--- src/rtl/axi_device_bridge.sv ---
// Aquila uncached device port to single-outstanding AXI4-Lite master.
// Maps error responses, forces completion on timeout and pends one request.
module axi_device_bridge #(
  parameter int XLEN = 64,
  parameter int ADDR_WIDTH = 32,
  parameter int TIMEOUT_CYCLES = 1024,
  parameter logic [XLEN-1:0] ERR_DATA = 64'hDEAD_BEEF_DEAD_BEEF
) (
  input  logic                  clk_i,
  input  logic                  rst_ni,
  input  logic                  dev_strobe_i,
  input  logic [XLEN-1:0]       dev_addr_i,
  input  logic                  dev_rw_i,
  input  logic [XLEN/8-1:0]     dev_byte_enable_i,
  input  logic [XLEN-1:0]       dev_data_i,
  output logic                  dev_data_ready_o,
  output logic [XLEN-1:0]       dev_data_o,
  output logic                  dev_err_o,
  output logic [ADDR_WIDTH-1:0] m_awaddr_o,
  output logic [2:0]            m_awprot_o,
  output logic                  m_awvalid_o,
  input  logic                  m_awready_i,
  output logic [XLEN-1:0]       m_wdata_o,
  output logic [XLEN/8-1:0]     m_wstrb_o,
  output logic                  m_wvalid_o,
  input  logic                  m_wready_i,
  input  logic [1:0]            m_bresp_i,
  input  logic                  m_bvalid_i,
  output logic                  m_bready_o,
  output logic [ADDR_WIDTH-1:0] m_araddr_o,
  output logic [2:0]            m_arprot_o,
  output logic                  m_arvalid_o,
  input  logic                  m_arready_i,
  input  logic [XLEN-1:0]       m_rdata_i,
  input  logic [1:0]            m_rresp_i,
  input  logic                  m_rvalid_i,
  output logic                  m_rready_o
);

  localparam int BW = XLEN / 8;
  localparam int CW = (TIMEOUT_CYCLES > 0) ? $clog2(TIMEOUT_CYCLES + 1) : 1;
  localparam logic [CW-1:0] TO_MAX = CW'(TIMEOUT_CYCLES);

  typedef enum logic [2:0] {
    IDLE, WR_REQ, WR_RESP, RD_REQ, RD_RESP
  } state_e;

  state_e state_q, state_d;
  logic [ADDR_WIDTH-1:0] addr_q, addr_d, paddr_q, paddr_d, l_addr;
  logic [BW-1:0] be_q, be_d, pbe_q, pbe_d, l_be;
  logic [XLEN-1:0] wdata_q, wdata_d, pdata_q, pdata_d, l_data;
  logic [XLEN-1:0] data_q, data_d;
  logic prw_q, prw_d, pv_q, pv_d, l_rw;
  logic aw_q, aw_d, w_q, w_d, ar_q, ar_d, b_q, b_d, r_q, r_d;
  logic rdy_q, rdy_d, err_q, err_d, orphan_q, orphan_d;
  logic [CW-1:0] cnt_q, cnt_d;
  logic resp_hs, busy;
  logic unused_bits;

  assign unused_bits = ^{m_bresp_i[0], m_rresp_i[0],
                         dev_addr_i[XLEN-1:ADDR_WIDTH]};

  always_comb begin
    state_d  = state_q;
    addr_d   = addr_q;
    be_d     = be_q;
    wdata_d  = wdata_q;
    aw_d     = aw_q;
    w_d      = w_q;
    ar_d     = ar_q;
    b_d      = b_q;
    r_d      = r_q;
    rdy_d    = 1'b0;
    err_d    = err_q;
    data_d   = data_q;
    orphan_d = orphan_q;
    cnt_d    = cnt_q;
    pv_d     = pv_q;
    prw_d    = prw_q;
    paddr_d  = paddr_q;
    pbe_d    = pbe_q;
    pdata_d  = pdata_q;
    busy     = (state_q != IDLE);
    resp_hs  = (state_q == WR_RESP && m_bvalid_i) ||
               (state_q == RD_RESP && m_rvalid_i);
    // a pended request always issues ahead of a fresh strobe
    l_rw   = pv_q ? prw_q   : dev_rw_i;
    l_addr = pv_q ? paddr_q : dev_addr_i[ADDR_WIDTH-1:0];
    l_be   = pv_q ? pbe_q   : dev_byte_enable_i;
    l_data = pv_q ? pdata_q : dev_data_i;

    unique case (state_q)
      IDLE: begin
        if (pv_q || dev_strobe_i) begin
          pv_d     = 1'b0;
          addr_d   = l_addr;
          be_d     = l_be;
          wdata_d  = l_data;
          cnt_d    = '0;
          orphan_d = 1'b0;
          if (l_rw) begin
            aw_d    = 1'b1;
            w_d     = 1'b1;
            state_d = WR_REQ;
          end else begin
            ar_d    = 1'b1;
            state_d = RD_REQ;
          end
        end
      end
      WR_REQ: begin
        if (m_awready_i) aw_d = 1'b0;
        if (m_wready_i) w_d = 1'b0;
        if (!aw_d && !w_d) begin
          b_d     = 1'b1;
          state_d = WR_RESP;
        end
      end
      WR_RESP: begin
        if (m_bvalid_i) begin
          b_d      = 1'b0;
          orphan_d = 1'b0;
          state_d  = IDLE;
          if (!orphan_q) begin
            rdy_d = 1'b1;
            err_d = m_bresp_i[1];
          end
        end
      end
      RD_REQ: begin
        if (m_arready_i) begin
          ar_d    = 1'b0;
          r_d     = 1'b1;
          state_d = RD_RESP;
        end
      end
      RD_RESP: begin
        if (m_rvalid_i) begin
          r_d      = 1'b0;
          orphan_d = 1'b0;
          state_d  = IDLE;
          if (!orphan_q) begin
            rdy_d  = 1'b1;
            err_d  = m_rresp_i[1];
            data_d = m_rresp_i[1] ? ERR_DATA : m_rdata_i;
          end
        end
      end
      default: state_d = IDLE;
    endcase

    if (busy && orphan_q && dev_strobe_i && !pv_q) begin
      pv_d    = 1'b1;
      prw_d   = dev_rw_i;
      paddr_d = dev_addr_i[ADDR_WIDTH-1:0];
      pbe_d   = dev_byte_enable_i;
      pdata_d = dev_data_i;
    end

    // a response landing in the expiry cycle completes normally
    if (TIMEOUT_CYCLES != 0 && busy) begin
      if (cnt_q != TO_MAX) cnt_d = cnt_q + 1'b1;
      if (!orphan_q && !resp_hs && cnt_q == TO_MAX - 1'b1) begin
        rdy_d    = 1'b1;
        err_d    = 1'b1;
        data_d   = ERR_DATA;
        orphan_d = 1'b1;
      end
    end
  end

  always_ff @(posedge clk_i or negedge rst_ni) begin
    if (!rst_ni) begin
      state_q  <= IDLE;
      addr_q   <= '0;
      be_q     <= '0;
      wdata_q  <= '0;
      aw_q     <= 1'b0;
      w_q      <= 1'b0;
      ar_q     <= 1'b0;
      b_q      <= 1'b0;
      r_q      <= 1'b0;
      rdy_q    <= 1'b0;
      err_q    <= 1'b0;
      data_q   <= '0;
      orphan_q <= 1'b0;
      cnt_q    <= '0;
      pv_q     <= 1'b0;
      prw_q    <= 1'b0;
      paddr_q  <= '0;
      pbe_q    <= '0;
      pdata_q  <= '0;
    end else begin
      state_q  <= state_d;
      addr_q   <= addr_d;
      be_q     <= be_d;
      wdata_q  <= wdata_d;
      aw_q     <= aw_d;
      w_q      <= w_d;
      ar_q     <= ar_d;
      b_q      <= b_d;
      r_q      <= r_d;
      rdy_q    <= rdy_d;
      err_q    <= err_d;
      data_q   <= data_d;
      orphan_q <= orphan_d;
      cnt_q    <= cnt_d;
      pv_q     <= pv_d;
      prw_q    <= prw_d;
      paddr_q  <= paddr_d;
      pbe_q    <= pbe_d;
      pdata_q  <= pdata_d;
    end
  end

  assign dev_data_ready_o = rdy_q;
  assign dev_data_o       = data_q;
  assign dev_err_o        = err_q;
  assign m_awaddr_o       = addr_q;
  assign m_awprot_o       = 3'b000;
  assign m_awvalid_o      = aw_q;
  assign m_wdata_o        = wdata_q;
  assign m_wstrb_o        = be_q;
  assign m_wvalid_o       = w_q;
  assign m_bready_o       = b_q;
  assign m_araddr_o       = addr_q;
  assign m_arprot_o       = 3'b000;
  assign m_arvalid_o      = ar_q;
  assign m_rready_o       = r_q;

endmodule

--- config.mk ---
export PLATFORM = sky130hd
export DESIGN_NAME = axi_device_bridge
export DESIGN_NICKNAME = d
export VERILOG_FILES = /design/src/rtl/axi_device_bridge.sv
export SDC_FILE = /design/constraint.sdc
export NUM_CORES = 1
export LEC_CHECK = 0
export CAP_MARGIN = 25
export CORE_UTILIZATION = 48
export DETAILED_ROUTE_END_ITERATION = 8
export HOLD_SLACK_MARGIN = 0.12
export PLACE_DENSITY_LB_ADDON = 0.05
export SYNTH_ARGS = -nofsm -noshare
export SYNTH_HDL_FRONTEND = slang
export SYNTH_SLANG_ARGS = --single-unit
--- constraint.sdc ---
create_clock -name clk_i -period 5.1 [get_ports clk_i]
set_clock_uncertainty 0.2 [all_clocks]
set_input_delay 1.275 -clock clk_i [delete_from_list [all_inputs] [get_ports clk_i]]
set_output_delay 1.275 -clock clk_i [all_outputs]
set_load 0.005 [all_outputs]
==> flow_results.org, run 1 <==
** Outcome
- Result of the run :: finished, violations left
- Violated checks :: DRC

** STA
- The count of final max-slew check failures is 0.
- Unrepaired setup endpoints after global routing :: no
- The worst path needs 3.25 ns of the cycle, external delays included.
- Highest achievable clock rate :: 0.308 GHz
- Headroom to the max-slew limit came out at 32.0%.
- Number of hold-slack violations in the final timing report :: 0
- At the pin with the least slew margin, the transition time is 1.02 ns.
- The final critical path takes up 63.7% of the cycle.
- Least setup slack across all paths after layout :: around 1.8 ns
- Worst hold slack after final layout :: approximately 0.28 ns
- Final-report setup violation count :: 0
- Setup TNS :: 0 ns

** Layout
- After routing the design area is 17800 um^2.
- Area growth, synth to finish :: 38.3%
- The filler cells instantiated in the layout total 2055.
- Most common library cell in the layout ignoring fill and taps :: sky130_fd_sc_hd__clkdlybuf4s50_1
- Once layout is complete, the utilization of the core stands at 68.1%.
- Total Nets Final :: 1665
- In the layout the commonest cells are sky130_fd_sc_hd__clkdlybuf4s50_1 (384), sky130_fd_sc_hd__dfrtp_1 (295), sky130_fd_sc_hd__nand2_1 (216), sky130_fd_sc_hd__mux2i_1 (120), sky130_fd_sc_hd__o21ai_1 (105).
- Layout cells sized above 1 :: 8.77%
- Leaving out filler cells and counting taps, the final layout contains 1807.

** Yosys
- Post-synth EDFFs :: 0
- By area the synthesized netlist is led by sky130_fd_sc_hd__dfrtp_1 (58%), sky130_fd_sc_hd__mux2i_1 (9.3%), sky130_fd_sc_hd__nand2_1 (6.3%).
- After synthesis the cells add up to 12900 um^2.
- The most used flip-flop cell after synthesis is sky130_fd_sc_hd__dfrtp_1.
- Yosys warning total :: 0
- The synthesized design devotes to its leading area cell type 57.6% of total area.
- Gate count of the mapped netlist :: between 1000 and 1500
- After synthesis, the mean cell area works out to 11.4 um^2.
- In this run, synthesis produced a sequential element count of between 200 and 300.
- Count of distinct cell types in the synthesized netlist :: 53
- The largest total area in the synthesized netlist belongs to sky130_fd_sc_hd__dfrtp_1.
- Of the synthesized area, sequential elements account for around 58%.
- Share of synthesized flip-flops with an asynchronous set or reset :: between 90% and 100%

** Floorplan
- For this configuration, the core starts out at a cell density of 49.2%.
- Die extent in x :: 166 um
- The core region is 26100 um^2.
- From bottom edge to top edge, the die measures 166 um.
- The die covers ~27000 um^2.
- # IOs :: 426
- Placement Rows :: 59

** CTS
- Number of buffers created by CTS :: 34
- Maximum clock path buffer count :: 3
- Clock-pin slew was measured on the worst setup and hold paths at ~0.050 ns.
- Root Driver :: sky130_fd_sc_hd__clkbuf_16
- Number of buffers inserted for hold repair after clock tree synthesis :: 0
- Once the clock tree was built, the setup fixing pass inserted 0 buffers.
- Clock tree from TritonCTS :: done
- TritonCTS sink count :: 296
- Post-CTS repair changed the size of 0 cells.
- Number of levels the H-tree was split into :: 2
- Clock latency on the worst-skew pair :: roughly 0.50 ns

** Global route
- Number of global-route vias before repair :: around 9400
- Gr usage total :: about a quarter
- The first global-routing pass estimated 51500 um of wire.
- Antenna violations before repair :: 1
- Largest net degree at the start of global routing :: 106
- The total overflow left after global routing is 0.

** Route
- After detailed routing, the number of remaining DRC violations is 58.
- The first routing iteration left 767 violations.
- Total number of vias :: between 9000 and 10000
- Once detail routing completed, the nets flagged for antenna violations numbered 0.
- Number of detailed-route iterations in the first pass :: 6
- In the routed layout, each cell is associated on average with a via count of between 5 and 6.
- Final routed wirelength across all metal layers :: 31600 um
- In the final routed layout, each cell accounts on average for 17.5 um.

** Worst setup path
- CP max stage delay :: approximately 0.55 ns
- The critical path is of the in -> reg type.
- The slowest stage of the critical path is the sky130_fd_sc_hd__or2_2 cell.
- At the worst endpoint, the arrival time is between 3 and 4 ns.
- Traced cell by cell, the critical path runs through clkdlybuf4s50_1, nand4bb_1, or2_2, buf_4, mux2i_1, nor3_1.
- Startpoint class of the critical path :: primary input
- Critical Path Fanout Max :: 35
- The worst register-to-register path begins at pv_q.
- Worst setup startpoint :: m_rvalid_i
- Capturing element type of the critical path :: flip-flop
- Critical Path RT :: about 5.2 ns

** Placed design
- Placed cell count :: 1749
- Number of port buffers :: approximately 390
- Timing analysis after detailed placement gives a worst setup slack of 1.33 ns.
- Post-placement cell area :: 16700 um^2
- Routability-driven placement finished with a final weighted congestion of a little under 0.8.
- Hpwl dp :: 21200 um

** Run
- Max-capacitance violation count :: 0

** Pwr
- The clock network burns 26.0% of the power.
- Power comes to 9.08 mW.
- The analysis attributes to cell leakage a power of a little over 8 nW.
- The internal portion of the total power is 6.41 mW.
- Combinational cell fraction of total power :: a little over a third
- Net Sw Frac :: 29.4%
- For this design the ratio of total power to cell area is approximately 510 nW/um^2.
- Psw :: 2.67 mW
- Max VDD drop :: 0.000295 V
- Sequential group share of total power :: between 30 and 40%

** Hold path
- Path type of the worst min-delay path :: reg -> reg
- The startpoint identified for the worst hold timing path is m_wdata_o[36].
[flip-flops by register name, indices dropped and copies added (netlist names), 3 cells and up]
signal,cells
m_wstrb_o,8
cnt_q,11
pbe_q,8
paddr_q,32
pdata_q,64
dev_data_o,64
m_wdata_o,64
m_araddr_o,32
state_q,3
[path summary, 6_finish.rpt]
| kind | cells past startpoint | endpoint | slack, ns |
|---|---|---|---|
| worst max-delay path | 6 | dev_data_o[52] | 1.85 |
| worst min-delay path | 2 | m_wdata_o[36] | 0.28 |
| worst max register to register | 5 | cnt_q[0] | 2.28 |
| worst min register to register | 2 | m_wdata_o[36] | 0.28 |
| max in group asynchronous | 2 | dev_data_o[27] | 2.98 |
| min in group asynchronous | 1 | m_wdata_o[54] | 0.60 |
[synth_stat cells (2+ instances only)]
cell type                   number
sky130_fd_sc_hd__o21ai_0         7
sky130_fd_sc_hd__or3_1           3
sky130_fd_sc_hd__buf_2          35
sky130_fd_sc_hd__buf_8           5
sky130_fd_sc_hd__buf_1           5
sky130_fd_sc_hd__nor3_1         19
sky130_fd_sc_hd__and3b_1         2
sky130_fd_sc_hd__nand2_1       216
sky130_fd_sc_hd__ha_1            2
sky130_fd_sc_hd__a2bb2oi_1       2
sky130_fd_sc_hd__a21oi_1         7
sky130_fd_sc_hd__o21ai_1       106
sky130_fd_sc_hd__clkbuf_1       32
sky130_fd_sc_hd__buf_4          38
sky130_fd_sc_hd__nor2_1         15
sky130_fd_sc_hd__dfrtp_1       296
sky130_fd_sc_hd__nand3_1         4
sky130_fd_sc_hd__mux2i_1       120
sky130_fd_sc_hd__mux2_1         50
sky130_fd_sc_hd__mux2_2         56
sky130_fd_sc_hd__inv_1           9
sky130_fd_sc_hd__nor4_1          2
sky130_fd_sc_hd__nor4b_1         2
sky130_fd_sc_hd__o22ai_1         3
sky130_fd_sc_hd__nor2b_1         2
sky130_fd_sc_hd__nor3_2          2
sky130_fd_sc_hd__nand4_1        52
sky130_fd_sc_hd__xor2_1          5
sky130_fd_sc_hd__a211oi_1        3
[power by group through the flow]
stage | clock [mW] | sequential (mW) | combinational (mW)
after floorplan | 0 | 3.53 | 1.29
after global placement | 0 | 3.54 | 3.17
after detailed placement | 0 | 3.57 | 3.22
after CTS | 2.42 | 3.53 | 3.24
after global routing | 2.51 | 3.63 | 3.49
final | 2.36 | 3.53 | 3.19
[layer usage]
| layer | part of all wire, % | up-vias | wire (um) | track usage, % |
|---|---|---|---|---|
| met2 | 47 | 292 | 14800 | 37.0 |
| met3 | 8.6 | 57 | 2710 | 7.03 |
| met5 | 0 | - | 0 | 0 |
| met4 | 2.8 | 0 | 892 | 8.05 |
| li1 | - | 4499 | - | - |
| met1 | 42 | 4571 | 13200 | 30.4 |
[area by class of cell]
cell class | instances | area (um^2) | area share, %
diodes | 1 | 2.50 | 0.0141
clock buffers | 50 | 982 | 5.52
clock inverters | 7 | 92.6 | 0.521
inverters | 9 | 33.8 | 0.190
multi-input cells | 708 | 4780 | 26.9
flip-flops and latches | 296 | 7410 | 41.7
well taps | 335 | 419 | 2.36
repair buffers | 401 | 4070 | 22.9
[critical path, delay by kind of cell]
family / cells / cell delay [ns]
mux: 1 / 0.27
simple gates: 3 / 0.83
buf+inv: 2 / 0.98
[logic make-up after synthesis]
| logic type | share of synthesized area, % |
|---|---|
| simple gates | 11.8 |
| flops | 57.6 |
| mux | 18.6 |
| compound gates | 5.79 |
| buf+inv | 5.60 |
| xor+xnor | 0.341 |
| fa+ha+maj | 0.195 |
| other cells | 0.0292 |
(Power assumes the default switching activity.)
==> run 2, diff against run 1 <==
--- a/config.mk
+++ b/config.mk
@@ -6,7 +6,7 @@
 export NUM_CORES = 1
 export LEC_CHECK = 0
 export CAP_MARGIN = 25
-export CORE_UTILIZATION = 48
+export CORE_UTILIZATION = 46
 export DETAILED_ROUTE_END_ITERATION = 8
 export HOLD_SLACK_MARGIN = 0.12
 export PLACE_DENSITY_LB_ADDON = 0.05
==> constraint.sdc (replaced) <==
create_clock -name clk_i -period 3.2 [get_ports clk_i]
set_clock_uncertainty 0.2 [all_clocks]
set_input_delay 0.8 -clock clk_i [delete_from_list [all_inputs] [get_ports clk_i]]
set_output_delay 0.8 -clock clk_i [all_outputs]
set_load 0.005 [all_outputs]
==> run 2 against run 1 <==
The flow now finishes without violations. Non-clock buffer count grew 13. Core utilization shrank 1.5 points. Combinational power grew 61%. Final cell count grew 3.0%. Global-route usage shrank 0.77 points. Sequential power grew 59%. Design area grew 1.8%. Total power grew 62%. Via count grew 0.11%. Register-to-register slack lost 1.4 ns. Setup slack lost 1.1 ns. Clock-buffer cell count grew 1. Largest power group unchanged.
==> flow_results.org, run 2 (synthesis gave the netlist of run 1 again) <==
** CTS
- Clock latency on the worst-skew pair :: 0.50 ns (about the same)
- The number of buffers created by CTS is 34 (unchanged).
- The H-tree level count is 2 (unchanged).
- Cts repair resizes :: 0 (unchanged)
- Root Driver :: sky130_fd_sc_hd__clkbuf_16 (unchanged)
- Clock tree from TritonCTS :: done (unchanged)
- Maximum clock path buffer count :: 3 (unchanged)
- Count of buffers added by post-CTS timing repair for setup :: 0 (unchanged)
- CTS clock-pin slew for the worst setup and hold paths :: 0.06 ns (was 0.05 ns)
- Number of buffers inserted for hold repair after clock tree synthesis :: 1 (was 0)
- TritonCTS sink count :: 296 (unchanged)

** STA
- The setup violation total in the final timing report is 0 (unchanged).
- The count of final max-slew check failures is 0 (unchanged).
- Timing would allow up to just over 0.4 GHz.
- Relative slew slack :: 47.7% (was 32.0%)
- Final worst path period share :: 77.6%
- The smallest clock period supported by the final layout is computed as around 2.5 ns.
- The final worst hold slack came to 0.280 ns (was 0.279 ns).
- Unrepaired setup endpoints after global routing: no (unchanged).
- The transition at the pin with the smallest max-transition slack came to 0.764 ns (was 1.02 ns).
- The worst path setup slack after routing was 0.717 ns (was 1.85 ns).
- Number of hold-slack violations in the final timing report :: 0 (unchanged)
- The sum of negative setup slack was 0 ns (unchanged).

** Layout
- The design area came to 18100 um^2 (was 17800 um^2).
- Most common library cell in the layout ignoring fill and taps :: sky130_fd_sc_hd__clkdlybuf4s50_1 (unchanged)
- The layout overhead on the synthesized area came to 40.8% (was 38.3%).
- The net count of the finished layout was 1678 (was 1665).
- The share of cells above drive strength 1 was 9.95% (was 8.77%).
- Most used cells in the layout excluding fill and tap cells :: sky130_fd_sc_hd__clkdlybuf4s50_1 (384), sky130_fd_sc_hd__dfrtp_1 (295), sky130_fd_sc_hd__nand2_1 (216), sky130_fd_sc_hd__mux2i_1 (120), sky130_fd_sc_hd__o21ai_1 (105) (unchanged)

** Worst setup path
- The combined buffer and inverter count along the critical path was 1 (was 2).
- Cell chain of the critical path :: clkdlybuf4s50_1 (was clkdlybuf4s50_1, nand4bb_1, or2_2, buf_4, mux2i_1, nor3_1)
- Critical Path RT :: 2.20 ns (was 5.24 ns)
- The slack of the worst reg-to-reg path was 0.88 ns (was 2.28 ns).
- The total stage count of the critical path was 1 (was 6).
- Critical Path Fanout Max :: 4 (was 35)
- The maximum single-stage delay on the critical path was 0.60 ns (was 0.55 ns).
- Crit-path slowest cell :: sky130_fd_sc_hd__clkdlybuf4s50_1 (was sky130_fd_sc_hd__or2_2)
- Worst r2r path cells :: 5 (unchanged)
- The critical path endpoint category is an output port (was flip-flop).
- Cell family contributing the most delay on the critical path :: buffers and inverters (unchanged)
- Startpoint class of the critical path :: flip-flop (was primary input)
- Start-to-end type of the worst setup path :: reg -> out (was in -> reg)
- Worst endpoint data arrival time :: 1.48 ns (was 3.39 ns)

** Placed design
- Hpwl dp :: 21600 um (was 21200 um)
- Worst slack at placement :: 0.425 ns (was 1.33 ns)
- Post-placement cell area :: 16900 um^2 (was 16700 um^2)
- Number of port buffers :: 385 (unchanged)
- Weighted congestion reported at the end of routability-driven placement :: 0.791 (was 0.778)

** Route
- Violation count after the first detailed-routing iteration :: 593 (was 767)
- Number of detailed-route iterations in the first pass :: 4 (was 6)
- The total routed wirelength came to 32000 um (was 31600 um).
- The remaining antenna violation count came to 0 (unchanged).
- The via density per instance was 5.07 (was 5.21).
- The wire length per cell was 17.2 um (was 17.5 um).
- DRC errors left :: 0 (was 58)
- Total number of vias :: 9429 (was 9419)

** Pwr
- Power per unit of standard cell area :: 811 nW/um^2 (was 510 nW/um^2)
- The leakage component of the power came to 8.18 nW (was 8.05 nW).
- The worst-case vdd ir drop came to 0.000476 V (was 0.000295 V).
- The power consumption came to 14.7 mW (was 9.08 mW).

** Global route
- The global-route usage over all layers is 22.5% (was 23.3%).
- Antenna violations before repair :: 2 (was 1)
- Largest net degree at the start of global routing :: 105 (was 106)
- The met2 routing resource usage after global routing is 36.1% (was 37.0%).
- The wire length of the first global-routing pass is 51100 um (was 51500 um).
- The layer with the highest usage after global routing is met2 (unchanged).
- The fraction of met1 tracks used by global routing was 29.4% (was 30.4%).
- The met3 demand-to-capacity share in global routing is 6.88% (was 7.03%).
- The total overflow reported by the global router came to 0 (unchanged).
- Number of global-route vias before repair :: 9348 (was 9444)

** Hold path
- The class of the most critical hold timing path is reg -> reg (unchanged).
- The number of cells on the worst hold path was 2 (unchanged).

** Run
- Max-capacitance violation count :: 0 (unchanged)

** Floorplan
- The overall die width was 169 um (was 166 um).
- Initial cell density of the core :: 47.3% (was 49.2%)
- # IOs :: 426 (unchanged)
- The total number of placement rows is 60 (was 59).
- Total Die Area :: 28600 um^2 (was 27400 um^2)
- The vertical die dimension was 169 um (was 166 um).
- Core footprint :: 27200 um^2 (was 26100 um^2)

** Outcome
- Result of the run :: complete, no violations (was finished, violations left)
run 2: cell types whose count changed in the layout (fill, tap and decap cells not counted):
| cell | before | now |
|---|---|---|
| sky130_fd_sc_hd__buf_12 | 7 | 14 |
| sky130_fd_sc_hd__buf_4 | 9 | 14 |
| sky130_fd_sc_hd__clkbuf_1 | 10 | 7 |
| sky130_fd_sc_hd__clkbuf_16 | 35 | 37 |
| sky130_fd_sc_hd__clkbuf_8 | 5 | 7 |
| sky130_fd_sc_hd__clkinv_2 | 3 | 5 |
| sky130_fd_sc_hd__clkinvlp_4 | 0 | 3 |
| sky130_fd_sc_hd__dlygate4sd3_1 | 0 | 1 |
| sky130_fd_sc_hd__inv_6 | 2 | 0 |
run 2: where the power goes:
part           leakage [nW]  internal, mW  total, mW  switching (mW)
clock                 0.563          2.43       3.94            1.51
sequential             3.84          4.86       5.60           0.739
combinational          3.77          3.11       5.13            2.02
total                  8.18          10.4       14.7            4.27
run 2: worst paths after layout:
kind | start | end
min in group asynchronous | rst_ni | pdata_q[52]
setup / recovery | m_awvalid_o | m_awvalid_o
setup reg to reg | cnt_q[1] | dev_data_o[37]
hold reg to reg | m_wdata_o[20] | m_wdata_o[20]
max in group asynchronous | rst_ni | paddr_q[28]
hold / removal | m_wdata_o[20] | m_wdata_o[20]
run 2: cell type report:
type	count	area, um^2
diodes	1	2.50
repair buffers	414	4250
clock buffers	51	1050
multi-input cells	708	4780
inverters	9	33.8
well taps	372	465
fillers	2206	9080
flip-flops and latches	296	7410
clock inverters	10	108
run 2: metal layers:
layer	share of wire [%]	routed length, um
met5	0	0
met4	2.1	675
met3	8.2	2610
met2	47	15100
met1	42	13500
run 2: stage by stage:
step	utilization [%]	cells
6_report	66.6	1861
5_1_grt	66.6	1861
4_1_cts	66.6	1860
3_5_place_dp	62.3	1798
3_3_place_gp	62.3	1798
2_1_floorplan	-	1129
==> edit: new RTL, settings of run 1 <==
Set the parameter `TIMEOUT_CYCLES` to 512 (it was 1024).
--- a/src/rtl/axi_device_bridge.sv
+++ b/src/rtl/axi_device_bridge.sv
@@ -4,5 +4,5 @@
   parameter int XLEN = 64,
   parameter int ADDR_WIDTH = 32,
-  parameter int TIMEOUT_CYCLES = 1024,
+  parameter int TIMEOUT_CYCLES = 512,
   parameter logic [XLEN-1:0] ERR_DATA = 64'hDEAD_BEEF_DEAD_BEEF
 ) (
Function: no difference found for any inputs over 4 cycles, from zero or initial values and one cycle with rst_ni low; that may be too few to reach the edited logic, so the function may still have changed.
==> edit against run 1 <==
Area after synthesis up 2.5%. Global-route usage up 0.14 points. Synthesized cell count up 2.6%. Routed wire length up 3.0%. Power up 7.2%. Sequential cell count down 1. Worst setup slack better by 0.13 ns. Clock power up 4%. Fmax up 4.1%. Design area up 1.4%. Largest cell class unchanged.
==> edit: results (changes against run 1) <==
[run_status]
outcome=completed  ; was complete, but fails checks

[detailed_routing]
dr.pass1.iters=4  ; was 6
via_count=9620  ; was 9419
drtIter0Drc=611  ; was 767
wl_per_cell_um=17.7  ; was 17.5 um

[logic_synthesis]
ys_top_cells_by_count=dfrtp_1 (295), nand2_1 (135), o21ai_0 (135)  ; was dfrtp_1 (296), nand2_1 (216), mux2i_1 (120)
ys_types=45  ; was 53
syn_area_sq_um=13200  ; was 12900 sq um
ys_seq_area_share_pct=56.0  ; was 57.6%
synth_area_leaders=dfrtp_1 (56%), mux2i_1 (8.0%), mux2_4 (5.2%)  ; was dfrtp_1 (58%), mux2i_1 (9.3%), nand2_1 (6.3%)

[global_routing]
antenna_found_initial=4  ; was 1
grt_usage_pct=23.4  ; was 23.3%
grt_max_degree=127  ; was 106
grt-ovfl-total=0  ; unchanged
grt_pass1_wl_mm=52.3  ; was 51.5 mm

[clock_network]
cts_max_level=2  ; unchanged
clk_pin_slew_ns=0.05  ; about the same
ctsRootBufferMaster=clkbuf_16  ; unchanged

[power]
ir_worst_vdd_v=0.000400  ; was 0.000295 V
p_leak_nw=7.44  ; was 8.05 nW
netSwitchingFraction_pct=28.9  ; was 29.4%

[timing]
relSlewSlack_pct=32.3  ; was 32.0%

[critical_path]
worstPathArrival_ns=3.25  ; was 3.39 ns
critPathMaxFanout=64  ; was 35

[finish]
final_nets=1685  ; was 1665
drive_gt1_share_pct=12.1  ; was 8.77%

[place]
gp_congestion=0.808  ; was 0.778

edit: cell type report:
type,count,area (sq um)
Multi-Input combinational cell,737,5020
Tap cell,341,427
Inverter,5,18.8
Timing Repair Buffer,397,4030
Fill cell,2126,8910
Antenna cell,3,7.51
Clock inverter,3,40.0
Sequential cell,295,7390
Clock buffer,54,1110
edit: cell families after synthesis:
kind of cell / Yosys count / synth area share, %
AO/OA/AOI/OAI: 219 / 8.73
adder cells (fa/ha/maj): 2 / 0.190
AND/OR/NAND/NOR: 298 / 10.4
buffers and inverters: 126 / 6.14
multiplexers: 212 / 18.4
flip-flops: 295 / 56.0
other: 1 / 0.0285
edit: worst min-delay path: cells and delay by family (launching register included):
family | cells | cell delay, ns
DFF | 1 | 0.34
AOI/OAI and AO/OA | 1 | 0.06
and+or+nand+nor | 1 | 0.04
edit: through the flow:
stage	setup WS (ns)	cell area, sq um	utilization, %	std cells
6_report	1.98	18000	66.9	1835
2_1_floorplan	2.37	13200	-	1158
4_1_cts	2.01	18000	66.9	1832
5_1_grt	1.86	18000	66.9	1835
3_5_place_dp	1.49	16900	62.6	1775
3_3_place_gp	1.53	16900	62.6	1774
edit: power groups by stage:
stage	Clock (W)	Combinational (W)	Sequential, W
after detailed placement	0	0.00333	0.00402
after floorplan	0	0.00156	0.00390
after CTS	0.00252	0.00335	0.00399
after global routing	0.00261	0.00363	0.00412
final	0.00245	0.00329	0.00399
after global placement	0	0.00327	0.00397
edit: final timing paths:
kind                                     from              to  slack [ns]  depth (start not counted)
worst min register to register  m_wdata_o[33]   m_wdata_o[33]        0.27                          2
worst max-delay path               m_rvalid_i  dev_data_o[43]        1.98                          6
worst min-delay path            m_wdata_o[33]   m_wdata_o[33]        0.27                          2
worst max register to register           pv_q   m_araddr_o[5]        2.44                          3
max in group asynchronous              rst_ni  m_araddr_o[22]        3.07                          2
min in group asynchronous              rst_ni   dev_data_o[2]        0.65                          1
edit: routing by layer:
layer / vias up / part of all wire [%] / wire (um) / global-route usage (%)
met5: - / 0.040 / 13 / 0
met1: 4677 / 41 / 13300 / 29.0
met2: 291 / 48 / 15700 / 38.4
met3: 58 / 7.8 / 2540 / 7.33
met4: 2 / 3.0 / 978 / 8.78
li1: 4592 / - / - / -
